--- src/rtl/dmem_port_arbiter_pkg.sv ---
// Shared definitions for the unified data/instruction memory port arbiter.
// Holds the datapath widths, the RISC-V load/store funct3 encodings, the
// access-size field decoded from funct3[1:0] and the arbiter state encoding.
package dmem_port_arbiter_pkg;

    localparam int GPR_WIDTH    = 32;
    localparam int DATA_WIDTH   = 32;
    localparam int FUNCT3_WIDTH = 3;

    localparam logic [FUNCT3_WIDTH-1:0] LB_FUN3  = 3'b000;
    localparam logic [FUNCT3_WIDTH-1:0] LH_FUN3  = 3'b001;
    localparam logic [FUNCT3_WIDTH-1:0] LW_FUN3  = 3'b010;
    localparam logic [FUNCT3_WIDTH-1:0] LBU_FUN3 = 3'b100;
    localparam logic [FUNCT3_WIDTH-1:0] LHU_FUN3 = 3'b101;
    localparam logic [FUNCT3_WIDTH-1:0] SB_FUN3  = 3'b000;
    localparam logic [FUNCT3_WIDTH-1:0] SH_FUN3  = 3'b001;
    localparam logic [FUNCT3_WIDTH-1:0] SW_FUN3  = 3'b010;

    // funct3[1:0] carries the access size for both loads and stores;
    // funct3[2] only selects zero extension, which the MEM stage handles.
    localparam logic [1:0] SIZE_BYTE = 2'b00;
    localparam logic [1:0] SIZE_HALF = 2'b01;

    typedef enum logic [1:0] {
        ARB_IDLE    = 2'd0,
        ARB_BUSY_IF = 2'd1,
        ARB_BUSY_LS = 2'd2,
        ARB_ERR     = 2'd3
    } arb_state_t;

endpackage

--- src/rtl/dmem_port_arbiter_lsu_lane_align.sv ---
// lsu_lane_align: combinational byte-lane helper for the load/store path.
// Ports:
//   mode          funct3 of the load/store
//   offset        addr[1:0] of the request being granted
//   wdata         right-justified store data
//   rd_offset     addr[1:0] latched with the access now completing
//   rdata_in      word returned by memory
//   be            byte enables for the request
//   wdata_shifted store data moved into its byte lanes
//   misalign      request crosses its natural alignment
//   rdata_shifted read word shifted down so the addressed byte is at bit 0
module lsu_lane_align
    import dmem_port_arbiter_pkg::*;
(
    input  logic [FUNCT3_WIDTH-1:0] mode,
    input  logic [1:0]              offset,
    input  logic [GPR_WIDTH-1:0]    wdata,
    input  logic [1:0]              rd_offset,
    input  logic [DATA_WIDTH-1:0]   rdata_in,
    output logic [3:0]              be,
    output logic [DATA_WIDTH-1:0]   wdata_shifted,
    output logic                    misalign,
    output logic [DATA_WIDTH-1:0]   rdata_shifted
);

    logic [1:0] size;
    logic       unused_sign_bit;

    assign size            = mode[1:0];
    assign unused_sign_bit = mode[2];

    // Any size encoding other than byte/half is handled as a full word,
    // so undefined funct3 values still produce a well-formed access.
    always_comb begin
        be       = 4'b1111;
        misalign = 1'b0;
        case (size)
            SIZE_BYTE: begin
                be       = 4'b0001 << offset;
                misalign = 1'b0;
            end
            SIZE_HALF: begin
                be       = 4'b0011 << offset;
                misalign = offset[0];
            end
            default: begin
                be       = 4'b1111;
                misalign = |offset;
            end
        endcase
    end

    assign wdata_shifted = DATA_WIDTH'(wdata) << {offset, 3'b000};
    assign rdata_shifted = rdata_in >> {rd_offset, 3'b000};

endmodule

--- src/rtl/dmem_port_arbiter.sv ---
// dmem_port_arbiter: shares one memory port between instruction fetch and
// the load/store path. Each access is a single registered transaction;
// load/store gets priority, with a grant-streak counter forcing IF through
// after STARVE_LIMIT consecutive load/store grants while IF waits.
// Ports:
//   clk, rst                      clock, synchronous active-high reset
//   if_req_i/if_addr_i            IF word-read request (held until done)
//   if_done_o/if_rdata_o          IF completion pulse and fetched word
//   ls_req_i/ls_we_i/ls_mode_i    load/store request, direction, funct3
//   ls_addr_i/ls_wdata_i          byte address and right-justified data
//   ls_done_o/ls_err_o/ls_rdata_o completion pulse, misalign flag, data
//   mem_*                         memory port (req held until mem_ack_i)
module dmem_port_arbiter
    import dmem_port_arbiter_pkg::*;
#(
    parameter int ADDR_W       = GPR_WIDTH,
    parameter int STARVE_LIMIT = 4
) (
    input  logic                    clk,
    input  logic                    rst,
    input  logic                    if_req_i,
    input  logic [ADDR_W-1:0]       if_addr_i,
    output logic                    if_done_o,
    output logic [DATA_WIDTH-1:0]   if_rdata_o,
    input  logic                    ls_req_i,
    input  logic                    ls_we_i,
    input  logic [FUNCT3_WIDTH-1:0] ls_mode_i,
    input  logic [ADDR_W-1:0]       ls_addr_i,
    input  logic [GPR_WIDTH-1:0]    ls_wdata_i,
    output logic                    ls_done_o,
    output logic                    ls_err_o,
    output logic [DATA_WIDTH-1:0]   ls_rdata_o,
    output logic                    mem_req_o,
    output logic                    mem_we_o,
    output logic [ADDR_W-1:0]       mem_addr_o,
    output logic [3:0]              mem_be_o,
    output logic [DATA_WIDTH-1:0]   mem_wdata_o,
    input  logic                    mem_ack_i,
    input  logic [DATA_WIDTH-1:0]   mem_rdata_i
);

    localparam int STREAK_W = $clog2(STARVE_LIMIT + 1);

    arb_state_t            state_q, state_d;
    logic [STREAK_W-1:0]   streak_q, streak_d;
    logic [1:0]            offset_q, offset_d;

    logic                  mem_req_d, mem_we_d;
    logic [ADDR_W-1:0]     mem_addr_d;
    logic [3:0]            mem_be_d;
    logic [DATA_WIDTH-1:0] mem_wdata_d;
    logic                  if_done_d, ls_done_d, ls_err_d;
    logic [DATA_WIDTH-1:0] if_rdata_d, ls_rdata_d;

    logic [3:0]            al_be;
    logic [DATA_WIDTH-1:0] al_wdata;
    logic                  al_misalign;
    logic [DATA_WIDTH-1:0] al_rdata;
    logic                  if_forced;
    logic                  unused_if_lanes;

    // IF fetches are always whole words, so its low address bits are dropped.
    assign unused_if_lanes = ^if_addr_i[1:0];

    assign if_forced = if_req_i && (streak_q == STREAK_W'(STARVE_LIMIT));

    lsu_lane_align u_align (
        .mode          (ls_mode_i),
        .offset        (ls_addr_i[1:0]),
        .wdata         (ls_wdata_i),
        .rd_offset     (offset_q),
        .rdata_in      (mem_rdata_i),
        .be            (al_be),
        .wdata_shifted (al_wdata),
        .misalign      (al_misalign),
        .rdata_shifted (al_rdata)
    );

    // Next-state and next-output logic. Done/err pulses default low every
    // cycle; all other registered outputs hold unless this cycle updates them.
    // A misaligned load/store still counts as a grant for starvation purposes.
    always_comb begin
        state_d     = state_q;
        streak_d    = streak_q;
        offset_d    = offset_q;
        mem_req_d   = mem_req_o;
        mem_we_d    = mem_we_o;
        mem_addr_d  = mem_addr_o;
        mem_be_d    = mem_be_o;
        mem_wdata_d = mem_wdata_o;
        if_done_d   = 1'b0;
        ls_done_d   = 1'b0;
        ls_err_d    = 1'b0;
        if_rdata_d  = if_rdata_o;
        ls_rdata_d  = ls_rdata_o;

        case (state_q)
            ARB_IDLE: begin
                if (ls_req_i && !if_forced) begin
                    streak_d = if_req_i ? (streak_q + STREAK_W'(1)) : '0;
                    if (al_misalign) begin
                        state_d = ARB_ERR;
                    end else begin
                        state_d     = ARB_BUSY_LS;
                        mem_req_d   = 1'b1;
                        mem_we_d    = ls_we_i;
                        mem_addr_d  = {ls_addr_i[ADDR_W-1:2], 2'b00};
                        mem_be_d    = al_be;
                        mem_wdata_d = al_wdata;
                        offset_d    = ls_addr_i[1:0];
                    end
                end else if (if_req_i) begin
                    streak_d    = '0;
                    state_d     = ARB_BUSY_IF;
                    mem_req_d   = 1'b1;
                    mem_we_d    = 1'b0;
                    mem_addr_d  = {if_addr_i[ADDR_W-1:2], 2'b00};
                    mem_be_d    = 4'b1111;
                    mem_wdata_d = '0;
                    offset_d    = 2'b00;
                end
            end
            ARB_BUSY_IF: begin
                if (mem_ack_i) begin
                    state_d    = ARB_IDLE;
                    mem_req_d  = 1'b0;
                    if_done_d  = 1'b1;
                    if_rdata_d = mem_rdata_i;
                end
            end
            ARB_BUSY_LS: begin
                if (mem_ack_i) begin
                    state_d    = ARB_IDLE;
                    mem_req_d  = 1'b0;
                    ls_done_d  = 1'b1;
                    ls_rdata_d = mem_we_o ? '0 : al_rdata;
                end
            end
            ARB_ERR: begin
                state_d    = ARB_IDLE;
                ls_done_d  = 1'b1;
                ls_err_d   = 1'b1;
                ls_rdata_d = '0;
            end
            default: begin
                state_d = ARB_IDLE;
            end
        endcase
    end

    // State and registered outputs. Reset abandons any in-flight access:
    // the request drops and no completion is reported for it.
    always_ff @(posedge clk) begin
        if (rst) begin
            state_q     <= ARB_IDLE;
            streak_q    <= '0;
            offset_q    <= 2'b00;
            mem_req_o   <= 1'b0;
            mem_we_o    <= 1'b0;
            mem_addr_o  <= '0;
            mem_be_o    <= 4'b0000;
            mem_wdata_o <= '0;
            if_done_o   <= 1'b0;
            ls_done_o   <= 1'b0;
            ls_err_o    <= 1'b0;
            if_rdata_o  <= '0;
            ls_rdata_o  <= '0;
        end else begin
            state_q     <= state_d;
            streak_q    <= streak_d;
            offset_q    <= offset_d;
            mem_req_o   <= mem_req_d;
            mem_we_o    <= mem_we_d;
            mem_addr_o  <= mem_addr_d;
            mem_be_o    <= mem_be_d;
            mem_wdata_o <= mem_wdata_d;
            if_done_o   <= if_done_d;
            ls_done_o   <= ls_done_d;
            ls_err_o    <= ls_err_d;
            if_rdata_o  <= if_rdata_d;
            ls_rdata_o  <= ls_rdata_d;
        end
    end

endmodule

--- config.mk ---
export PLATFORM = sky130hd
export DESIGN_NAME = dmem_port_arbiter
export DESIGN_NICKNAME = d
export VERILOG_FILES = /design/src/rtl/dmem_port_arbiter_pkg.sv /design/src/rtl/dmem_port_arbiter_lsu_lane_align.sv /design/src/rtl/dmem_port_arbiter.sv
export SDC_FILE = /design/constraint.sdc
export NUM_CORES = 1
export LEC_CHECK = 0
export CORE_MARGIN = 5
export CORE_UTILIZATION = 40
export CTS_CLUSTER_DIAMETER = 50
export DETAILED_ROUTE_END_ITERATION = 12
export PLACE_DENSITY = 0.86
export SETUP_SLACK_MARGIN = 0.3
export SLEW_MARGIN = 20
export SYNTH_ARGS = -nofsm -noshare
export SYNTH_HDL_FRONTEND = slang
export SYNTH_HIERARCHICAL = 1
export SYNTH_SLANG_ARGS = --single-unit
--- constraint.sdc ---
create_clock -name clk -period 2.6 [get_ports clk]
set_clock_uncertainty 0.1 [all_clocks]
set_input_delay 0.52 -clock clk [delete_from_list [all_inputs] [get_ports clk]]
set_output_delay 0.52 -clock clk [all_outputs]
set_load 0.005 [all_outputs]
# --- Yosys cells after proc, flatten, opt, wreduce, memory -nomap -nowiden ---
# Index checks and enable logic that the tools add are counted.
op_classes:
  n_addsub: 1
  eq_ne: 10
  shift: 4
  muxes: 36
  n_bitwise: 1
  reduce_logical: 17
ops:
  columns: ["op", "count"]
  rows:
  - ["32-bit two-way mux", 8]
  - ["32-bit case mux with 2 select lines", 1]
  - ["32-bit by 5-bit left shift with 32-bit output", 1]
  - ["32-bit by 5-bit right shift with 32-bit output", 1]
  - ["2-bit two-way mux", 6]
  - ["4-bit two-way mux", 3]
  - ["1-bit two-way mux", 10]
  - ["3-bit two-way mux", 3]
  - ["4-bit case mux with 2 select lines", 1]
  - ["2-bit AND reduction", 4]
  - ["3-bit inequality test, second input constant", 2]
  - ["1-bit case mux with 2 select lines", 3]
  - ["2-bit case mux with 3 select lines", 1]
  - ["2-bit nonzero test", 3]
  - ["2-bit OR reduction", 3]
  - ["2-bit by 1-bit == test with 1-bit output, second input constant", 2]
  - ["2-bit == test, second input constant", 2]
  - ["2-bit zero test", 2]
  - ["2-bit inequality test, second input constant", 2]
  - ["4-bit AND reduction", 1]
  - ["1-bit by 2-bit left shift with 4-bit output, first input constant", 1]
  - ["2-bit by 2-bit left shift with 4-bit output, first input constant", 1]
  - ["3-bit by 1-bit adder with 3-bit output, second input constant", 1]
  - ["3-bit == test, second input constant", 1]
  - ["5 further kinds", 6]
word_totals:
  regBits: 144
  inputBits: 137
  out_inout_bits: 137
  elab_cells: 82

# --- Longest topological paths before layout ---
depth:
  ltp_word: 6
  mapped_depth: 9
  depth_no_buf: 6

# --- By module ---
# Netlist, hierarchy kept.
modules_own_cells:
  columns: ["mod", "n_inst", "cells_per_inst", "area_per_inst_um2", "seq_area_each_um2"]
  rows:
  - ["dmem_port_arbiter", 1, 650, 5607.9, 2842.7]
  - ["lsu_lane_align", 1, 140, 1118.6, 0.0]

# --- Worst setup path after synthesis ---
# Ideal clock, no wire load.
synth_timing:
  kind: "input port to flip-flop"
  start: "in ls_addr_i[1]"
  end: "reg mem_addr_o[25]"
  arrival_ns: 1.943
  path_slack_ns: 0.468
  path_stages: 9
  cell_sequence: "buf_6 > nor2_1 > nor2_1 > and3b_2 > a21o_1 > buf_6 > buf_6 > nor2_2 > a311oi_2"
synth_via:
  elab_chain_cells: 4
synth_rtl:
  columns: ["item", "line", "rtl"]
  rows:
  - ["from (decl)", "dmem_port_arbiter.sv:28", "input logic [ADDR_W-1:0] ls_addr_i,"]
  - ["2-bit OR reduction", "dmem_port_arbiter_lsu_lane_align.sv:48", "misalign = |offset;"]
  - ["1-bit case mux with 2 select lines", "dmem_port_arbiter_lsu_lane_align.sv:37", "case (size)"]
  - ["via al_misalign", "dmem_port_arbiter.sv:57", "logic al_misalign;"]
  - ["2-bit inequality test (no line)", null, null]
  - ["3-bit AND reduction (no line)", null, null]
  - ["to (signal assigned)", "dmem_port_arbiter.sv:174", "mem_addr_o <= mem_addr_d;"]
  - ["to (decl)", "dmem_port_arbiter.sv:35", "output logic [ADDR_W-1:0] mem_addr_o,"]
# The timed path passes the listed nets, and every way through them passes these cells.
# A chain may end at the register's enable or synchronous reset.

# --- Worst setup path in the final report ---
layout_timing:
  start: "in ls_addr_i[0]"
  end: "reg mem_addr_o[6]"
layout_via:
  elab_chain_cells: 4
layout_rtl:
  columns: ["item", "line"]
  rows:
  - ["2-bit OR reduction", "dmem_port_arbiter_lsu_lane_align.sv:48"]
  - ["1-bit case mux with 2 select lines *", "dmem_port_arbiter_lsu_lane_align.sv:37"]
  - ["via al_misalign", "dmem_port_arbiter.sv:57"]
  - ["2-bit inequality test (no line) *", null]
  - ["3-bit AND reduction (no line) *", null]
# The timed path passes the listed nets; every way through them passes the cells marked *.

==> impl_metrics.toml <==
[timing]
tightest_slew_ps = 743
finalCriticalPeriod_ps = 2120
period_share_pct = 81.5
max-slew-margin-rel_pct = 50.3
fmax_mhz = 472
setup_tns_ps = 0
rsz0062_at_grt = "false"
finalMaxSlewViolations = 0
setup_violations = 0
setup_slack_ps = 481
holdWs_ps = 350
finalHoldViolCount = 0

[die]
die_y_microns = 140
ioPinCount = 274
coreArea_sq_mm = 0.0165
std_cell_rows = 47
die-area_sq_mm = 0.0195
initial_core_util_pct = 40.7
fp.dieW_microns = 140

[layout]
final_common_cell = "clkdlybuf4s50_1"
multi_input_area_sq_mm = 0.00349
n_antenna_cell = 0
drive_gt1_share_pct = 9.81
syn2layout_area_growth_pct = 52.3
fin_area_sq_mm = 0.0102
layout.nets = 1181
seq_area_sq_mm = 0.00284
fillers = 1419
final_cell_mix = "267 x clkdlybuf4s50_1, 164 x nand2_1, 142 x dfxtp_1, 92 x nor2_1, 69 x a21oi_1"

[worst_setup_path]
crit_chain = "clkdlybuf4s50_1 > nor2_1 > nor2_1 > and3b_2 > a21o_2 > buf_4 > nor2_1 > a311oi_2"
cp_num_buf_inv = 2
path_max_fanout = 9
rr_endpoint = "mem_addr_o[6]"
path_class = "input pin to flip-flop"
crit_required_ps = 2820
critPathTopFamily = "buffers and inverters"
cpMaxStageDelayCell = "clkdlybuf4s50_1"
worstSetupEndpointType = "flip-flop"
start_kind = "input pin"
r2r_slack_ps = 610
slowest_delay_ps = 490
crit_arrival_ps = 2340
r2r-start = "state_q[0]"
crit_path_frequent_cell = "nor2_1"
ff2ff_path_depth = 7

[clock_tree]
postCtsResizedCells = 0
cts_setup_buffers = 0
clk_latency_ps = 420
clk_pin_slew_ps = 60
cts.sinks = 142
cts_tree = "yes"
htreeDepth = 4
clockRootBuffer = "clkbuf_16"
cts_buffer_depth = 2
cts_buffers = 17
hold_buffers = 0

[logic_synthesis]
ys_seq_area_share_pct = 42.3
postSynth.topFlopCell = "dfxtp_1"
synth_edf_count = 0
synth_cell_type_count = 39
synth_warnings = 6
syn_area_per_cell_sq_um = 8.51
synthArstFlopShare_pct = 0
syn_inst = 790
synth_area_sq_mm = 0.00673
ys_seq_elements = 142

[detailed_routing]
drtIter0Drc = 427
drt_pass1_iterations = 4
drc = 0
drt-wirelength-per-cell_microns = 17.5
drt-total-wl_microns = 22200
via_count = 6617
viasPerCell = 5.21
drtAntennaViolNets = 0

[grt]
overflow = 0
first_global_vias = 6493
grt_pass1_wl_microns = 34300
antenna_found_initial = 0
grt_max_degree = 59
grt_use_total_pct = 21.8

[pwr]
peakVddDrop_mv = 0.464
power_density_mw_per_mm2 = 662
leakage_uw = 0.00370

[status]
status = "completed"

[min_path]
hp-class = "flip-flop to flip-flop"
worstHoldEndpoint = "ls_rdata_o[14]"
min_from = "ls_rdata_o[14]"
whs_path_depth = 2

[placed_design]
port_buffers = 268
place_ws_ps = 93.1
placed_area_sq_mm = 0.00960
hpwl_microns = 16000
place_congestion = 0.841

[job]
maxCapViolations = 0
report_power, final:
part,internal (uW),switching (uW)
clock network,1710,972
logic,850,778
registers,2370,105
total,4920,1860
through the flow:
step,total power [uW],util [%],instances
5_1_grt,7070,62.0,1270
4_1_cts,6820,62.0,1270
6_report,6780,62.0,1270
3_3_place_gp,4100,58.1,1238
2_1_floorplan,3340,-,791
3_5_place_dp,4140,58.1,1238
final cells by class:
class	instances	area share, %
Multi-Input combinational cell	574	34.1
Timing Repair Buffer	296	29.0
Sequential cell	142	27.8
Clock buffer	19	4.23
Tap cell	220	2.69
Clock inverter	13	2.08
Inverter	6	0.220
cell usage after synthesis (3+ instances only):
library cell / number / area (sq um)
a21o_1: 3 / 22.5
a21oi_1: 69 / 345
a22oi_1: 35 / 263
a311oi_2: 30 / 450
and2_1: 20 / 125
buf_2: 11 / 55.1
buf_4: 11 / 82.6
buf_6: 9 / 101
clkbuf_1: 37 / 139
dfxtp_1: 142 / 2840
ha_1: 7 / 87.6
inv_1: 6 / 22.5
mux2i_1: 65 / 651
nand2_1: 164 / 616
nand2b_1: 5 / 31.3
nand3_1: 34 / 170
nor2_1: 93 / 349
nor2_2: 6 / 37.5
nor2b_1: 3 / 18.8
nor3_1: 4 / 20.0
o21ai_0: 3 / 15.0
o2bb2ai_1: 16 / 140
registers in the layout, summed over array words and instances, names as in the netlist:
| name | cells |
|---|---|
| ls_err_o | 1 |
| state_q | 2 |
| streak_q | 3 |
| mem_be_o | 4 |
| if_done_o | 1 |
| mem_we_o | 1 |
| ls_done_o | 1 |
| offset_q | 2 |
| if_rdata_o | 32 |
| mem_req_o | 1 |
| mem_addr_o | 30 |
| mem_wdata_o | 32 |
| ls_rdata_o | 32 |
worst max path at each step:
stage            startpoint        endpoint  slack [ps]  cells after the start
3_3_place_gp   ls_addr_i[0]   mem_addr_o[3]         150                      8
6_report       ls_addr_i[0]   mem_addr_o[6]         480                      8
2_1_floorplan  ls_addr_i[1]  mem_addr_o[25]         470                      9
4_1_cts        ls_addr_i[0]   mem_addr_o[5]         500                      8
3_5_place_dp   ls_addr_i[0]   mem_addr_o[6]          90                      8
5_1_grt        ls_addr_i[0]  mem_addr_o[19]         330                      8
per-layer routing:
layer  global-route usage, %  up-vias  wire, microns
li1                        -     3225              -
met1                    26.2     3126           8990
met2                    37.2      245          10900
met3                    7.10       21           1970
met4                    6.43        0            304
met5                       0        -              0
cells by family after synthesis:
family                   count (synthesis)  share of synthesized area (%)
AND/OR/NAND/NOR                        333                           20.8
other                                    1                         0.0558
multiplexers                            66                           9.84
AO/OA/AOI/OAI                          166                           19.8
buffers and inverters                   75                           6.01
flip-flops                             142                           42.3
adder cells (fa/ha/maj)                  7                           1.30
worst register-to-register path: stages, from the launching register on:
cell	delay [ps]
dfxtp_1	340
inv_1	130
ha_1	280
and2_1	230
a21o_2	290
buf_4	220
nor2_1	80
a311oi_2	240
Note: power is estimated with default switching activity, not from simulation.
